===== config.mk =====
export PLATFORM = sky130hd
export DESIGN_NAME = mc_control_unit
export DESIGN_NICKNAME = d
export VERILOG_FILES = /design/src/rtl/mc_control_unit.sv
export SDC_FILE = /design/constraint.sdc
export NUM_CORES = 1
export LEC_CHECK = 0
export BUFFER_PORTS_ARGS = -buffer_cell sky130_fd_sc_hd__buf_2
export CAP_MARGIN = 20
export CORE_UTILIZATION = 30
export CTS_CLUSTER_DIAMETER = 50
export DETAILED_ROUTE_END_ITERATION = 6
export PLACE_DENSITY = 0.63
export SKIP_CTS_REPAIR_TIMING = 1
export SLEW_MARGIN = 10
export SYNTH_ARGS = -nofsm -noshare
export SYNTH_HDL_FRONTEND = slang
export SYNTH_SLANG_ARGS = --single-unit

===== constraint.sdc =====
create_clock -name clk -period 2.1 [get_ports clk]
set_input_delay 0.42 -clock clk [delete_from_list [all_inputs] [get_ports clk]]
set_output_delay 0.42 -clock clk [all_outputs]
set_load 0.05 [all_outputs]

===== src/rtl/mc_control_unit.sv =====
// Multicycle control FSM for the 16-bit datapath: fetch/decode/execute/mem/writeback
// sequencing with a memory-ready handshake and an optional wait watchdog.
module mc_control_unit #(
    parameter int WAIT_LIMIT = 15
) (
    input  logic       clk,
    input  logic       rst,
    input  logic [3:0] opcode,
    input  logic [2:0] func,
    input  logic       zero,
    input  logic       mem_ready,
    output logic       pc_write,
    output logic       pc_write_cond,
    output logic [1:0] pc_src,
    output logic       i_or_d,
    output logic       mem_read,
    output logic       mem_write,
    output logic       ir_write,
    output logic       reg_write,
    output logic [1:0] reg_dst,
    output logic [1:0] mem_to_reg,
    output logic       alu_src_a,
    output logic [1:0] alu_src_b,
    output logic [2:0] alu_sel,
    output logic       instr_done,
    output logic       illegal_op,
    output logic       mem_timeout,
    output logic [3:0] state_dbg
);
    // Memory handshake: in FETCH/MEMRD/MEMWR the request is held every cycle;
    // the access completes in the cycle mem_ready=1 and the FSM leaves the state.
    typedef enum logic [3:0] {
        S_FETCH, S_DECODE, S_MEMADR, S_MEMRD, S_MEMWB, S_MEMWR,
        S_REXE, S_RWB, S_IEXE, S_IWB, S_BEQ, S_JUMP
    } state_t;

    localparam logic [3:0] OP_RTYPE = 4'd0, OP_ADDI = 4'd1, OP_LW = 4'd2,
                           OP_SW = 4'd3, OP_BEQ = 4'd4, OP_J = 4'd5;
    localparam int CW = (WAIT_LIMIT < 2) ? 1 : $clog2(WAIT_LIMIT + 1);
    localparam logic [CW-1:0] LIMIT = CW'(WAIT_LIMIT);

    state_t        state, state_nxt;
    logic [CW-1:0] wait_cnt, wait_cnt_nxt;
    logic          waiting, timeout;

    // The branch decision is made in the datapath; zero is not needed here.
    logic unused_zero;
    assign unused_zero = zero;
    assign state_dbg   = state;

    always_ff @(posedge clk) begin
        if (rst) begin
            state    <= S_FETCH;
            wait_cnt <= '0;
        end else begin
            state    <= state_nxt;
            wait_cnt <= wait_cnt_nxt;
        end
    end

    always_comb begin
        waiting = ((state == S_FETCH) || (state == S_MEMRD) || (state == S_MEMWR)) && !mem_ready;
        timeout = (WAIT_LIMIT != 0) && waiting && (wait_cnt == LIMIT);
        // Saturate so an unlimited wait never wraps the counter.
        if (!waiting || timeout)          wait_cnt_nxt = '0;
        else if (wait_cnt != {CW{1'b1}})  wait_cnt_nxt = wait_cnt + CW'(1);
        else                              wait_cnt_nxt = wait_cnt;
    end

    always_comb begin
        state_nxt     = state;
        pc_write      = 1'b0;
        pc_write_cond = 1'b0;
        pc_src        = 2'b00;
        i_or_d        = 1'b0;
        mem_read      = 1'b0;
        mem_write     = 1'b0;
        ir_write      = 1'b0;
        reg_write     = 1'b0;
        reg_dst       = 2'b00;
        mem_to_reg    = 2'b00;
        alu_src_a     = 1'b0;
        alu_src_b     = 2'b00;
        alu_sel       = 3'b000;
        instr_done    = 1'b0;
        illegal_op    = 1'b0;
        mem_timeout   = 1'b0;
        if (!rst) begin
            case (state)
                S_FETCH: begin
                    mem_read  = 1'b1;
                    alu_src_b = 2'b01;
                    if (mem_ready) begin
                        ir_write  = 1'b1;
                        pc_write  = 1'b1;
                        state_nxt = S_DECODE;
                    end else if (timeout) begin
                        mem_timeout = 1'b1;
                    end
                end
                S_DECODE: begin
                    alu_src_b = 2'b11;
                    case (opcode)
                        OP_RTYPE:     state_nxt = S_REXE;
                        OP_ADDI:      state_nxt = S_IEXE;
                        OP_LW, OP_SW: state_nxt = S_MEMADR;
                        OP_BEQ:       state_nxt = S_BEQ;
                        OP_J:         state_nxt = S_JUMP;
                        default: begin
                            illegal_op = 1'b1;
                            state_nxt  = S_FETCH;
                        end
                    endcase
                end
                S_MEMADR: begin
                    alu_src_a = 1'b1;
                    alu_src_b = 2'b10;
                    state_nxt = (opcode == OP_SW) ? S_MEMWR : S_MEMRD;
                end
                S_MEMRD: begin
                    i_or_d   = 1'b1;
                    mem_read = 1'b1;
                    if (mem_ready) begin
                        state_nxt = S_MEMWB;
                    end else if (timeout) begin
                        mem_timeout = 1'b1;
                        state_nxt   = S_FETCH;
                    end
                end
                S_MEMWB: begin
                    reg_write  = 1'b1;
                    mem_to_reg = 2'b01;
                    instr_done = 1'b1;
                    state_nxt  = S_FETCH;
                end
                S_MEMWR: begin
                    i_or_d    = 1'b1;
                    mem_write = 1'b1;
                    if (mem_ready) begin
                        instr_done = 1'b1;
                        state_nxt  = S_FETCH;
                    end else if (timeout) begin
                        mem_timeout = 1'b1;
                        state_nxt   = S_FETCH;
                    end
                end
                S_REXE: begin
                    alu_src_a = 1'b1;
                    alu_sel   = func;
                    state_nxt = S_RWB;
                end
                S_RWB: begin
                    reg_write  = 1'b1;
                    reg_dst    = 2'b01;
                    instr_done = 1'b1;
                    state_nxt  = S_FETCH;
                end
                S_IEXE: begin
                    alu_src_a = 1'b1;
                    alu_src_b = 2'b10;
                    state_nxt = S_IWB;
                end
                S_IWB: begin
                    reg_write  = 1'b1;
                    instr_done = 1'b1;
                    state_nxt  = S_FETCH;
                end
                S_BEQ: begin
                    alu_src_a     = 1'b1;
                    alu_sel       = 3'b001;
                    pc_write_cond = 1'b1;
                    pc_src        = 2'b01;
                    instr_done    = 1'b1;
                    state_nxt     = S_FETCH;
                end
                S_JUMP: begin
                    pc_write   = 1'b1;
                    pc_src     = 2'b10;
                    instr_done = 1'b1;
                    state_nxt  = S_FETCH;
                end
                default: state_nxt = S_FETCH;
            endcase
        end
    end
endmodule


==> summary.txt <==
Die
  • Core area: about 2300 um2
  • Die Wd: ~52 um
  • Die Span Y: just over 50 um
  • Die area: approximately 2700 um2
  • # rows: 17
  • # IOs: 37
  • Initial core utilization: about a third

Timing
  • Max Freq: about 480 MHz
  • Final Hold Vio Count: 0
  • Finish-stage setup viols: 0
  • Post-route minimum period: ~2100 ps
  • Final Cycle Share: between 90 and 100%
  • Max Slew Vio Count: 0
  • Hold_ws: 456 ps
  • Setup Skew: 8.95 ps
  • RSZ-0062 raised after global routing: yes

Power and ir drop
  • Comb power frac: slightly above 40%
  • Leakage: 0.499 nW
  • Sw power: 0.198 mW
  • Pint: slightly below 0.3 mW
  • Sw Ratio: 40.3%
  • Sequential share of power: between 30% and 40%
  • Max IR drop VDD: between 0.15 and 0.2 mV
  • Power per Cell Area: around 440 nW/um2
  • Clock share of power: between 20% and 30%

Yosys
  • Post-Synth Adder-Cell Area: approximately 1.7%
  • Netlist cell types: 38
  • Synth top area share: a little over a fifth
  • Fraction of the mapped netlist area in simple logic gates: a little over two fifths
  • Dominant cell type by area after synthesis: dfxtp_1
  • #FFs+latches synth: 8
  • Sequential element share of the synthesized area: 21.4%
  • Cells after Synth: between 100 and 150
  • Synthesized area per cell: between 6 and 7 um2
  • Compound-gate portion of the synthesized area: roughly a fifth
  • Number of synthesized flops with an enable pin: 0
  • Cell area after synthesis: about 750 um2
  • Ranking of synthesized cells by area: dfxtp_1 21%, nor2_1 8.0%, nor3_1 6.0%
  • Ys Warns: 0
  • Post-Synth XOR/XNOR Area: under 10%
  • Largest family of logic cells by synthesized area: simple AND/OR/NAND/NOR gates
  • Post-synth ARST share: 0%
  • Primary FF master, synth: dfxtp_1
  • Mux contribution to synthesized area: 0%

Drt
  • Via count: 904
  • Final ANT Viol Nets: 0
  • TritonRoute pass-1 iters: 4
  • Initial DRC Count: 15
  • Met1 WL: about 1000 um
  • Number of vias per cell: between 5 and 6
  • Wirelength per Cell: approximately 12 um
  • Top layer reached by signal wires: met3
  • Drt total wl: ~2100 um
  • Met3 routed WL: around 65 um
  • DR WL met2: around 1000 um
  • DRC: 0

Worst setup path
  • Crit path launch type: flip-flop
  • Crit path kind: flip-flop to output pin
  • Crit path capture type: output pin
  • Crit-path max FO: 6
  • CP required: approximately 1700 ps
  • CP Data Arrival Time: around 1700 ps

Finish
  • Area growth, synth to finish: 49.2%
  • Ratio of cells with drive above 1 in the final layout: approximately 45%
  • Commonest non-fill, non-tap cell in the layout: buf_2
  • Antenna Cells: 0
  • Commonest cells after routing, fill and taps aside: 28 x buf_2, 13 x nor2_1, 10 x nand2_1
  • Layout Cells excl Fill: approximately 180
  • Final nets: 160

Clocking
  • Clock root buffer: clkbuf_4
  • Worst-skew pair later-pin latency: 250 ps
  • CTS Buf Count: 3
  • CTS sink cnt: 8
  • Clock slew at reported path FFs: about 60 ps
  • H-tree depth: 1
  • Clk buf depth: 2
  • CTS tree: yes

Flow run
  • Total of max-cap violations: 0

GRT
  • GRT Total Usage: roughly 16%
  • Largest net degree at the start of global routing: 16
  • Vias in the first global route: roughly 770
  • First-pass GRT wire length: about 3400 um
  • GRT Residual Overflow: 0
  • Initial antenna violation count: 0

Min path
  • Hold Path Class: flip-flop to flip-flop

Outcome
  • Status: complete, no violations

Placed design
  • Post-DP HPWL: about 1700 um
  • Cells after DPL: roughly 170
  • GPL Wtd Cong: 0.800
  • I/O Buffers: 33
-- routing by layer --
metal | up-vias | track usage, %
met4 | 0 | 3.15
met5 | - | 0
li1 | 460 | -
met2 | 20 | 25.2
met3 | 0 | 1.75
met1 | 424 | 24.2
-- cell usage after synthesis (2+ instances only) --
cell type	number
dfxtp_1	8
and4_1	2
buf_4	3
inv_1	4
o211ai_1	2
nand2b_1	4
nand3_1	4
and3_1	4
o21ai_0	5
a21oi_1	5
clkbuf_1	5
nor2_1	16
nor2b_1	3
nor3_1	9
buf_2	2
xor2_1	3
nand2_1	10
-- through the flow --
stage	power, mW	area, um2	TNS [ps]	utilization (%)	setup WS [ps]
floorplan	0.314	850	-347	-	-90.4
global placement	0.356	1030	0	45.4	144
detailed placement	0.358	1030	0	45.4	138
CTS	0.484	1060	-194	46.6	-141
global route	0.518	1120	-123	49.1	-58.3
finish	0.490	1120	0	49.1	16.4
-- power groups by stage --
| stage | sequential [mW] | combinational [mW] | clock [mW] |
|---|---|---|---|
| 2_1_floorplan | 0.178 | 0.136 | 0 |
| 3_3_place_gp | 0.164 | 0.191 | 0 |
| 3_5_place_dp | 0.164 | 0.193 | 0 |
| 4_1_cts | 0.161 | 0.194 | 0.129 |
| 5_1_grt | 0.162 | 0.218 | 0.138 |
| 6_report | 0.162 | 0.204 | 0.125 |
-- logic make-up after synthesis --
logic type                 Yosys count
AOI/OAI and AO/OA                   21
adders and majority gates            1
xor gates and xnor gates             4
and+or+nand+nor                     60
other                                1
DFF                                  8
buffers and inverters               15
-- cell type report --
type                            count  area, um2
Clock buffer                        4       26.3
Fill cell                         248       1160
Inverter                            4       15.0
Multi-Input combinational cell     88        608
Sequential cell                     8        170
Tap cell                           28       35.0
Timing Repair Buffer               43        264
-- worst paths after layout --
| path | from | to | slack (ps) | depth (start not counted) |
|---|---|---|---|---|
| worst max-delay path | state_dbg[1] | mem_timeout | 20 | 5 |
| worst min-delay path | wait_cnt[0] | wait_cnt[0] | 460 | 1 |
| worst max register to register | state_dbg[1] | wait_cnt[3] | 430 | 6 |
| worst min register to register | wait_cnt[0] | wait_cnt[0] | 460 | 1 |
-- worst max-delay path, cell delays in order, from the launching register on --
cell	delay [ps]
dfxtp_4	370
xor2_2	190
nand2_1	70
a2111o_1	490
nor2b_4	130
buf_6	160
-- sequential cells by signal (all words and copies together) (netlist names) --
signal,cells
wait_cnt,4
state_dbg,4
No activity file was read; power rests on OpenSTA's default activity.
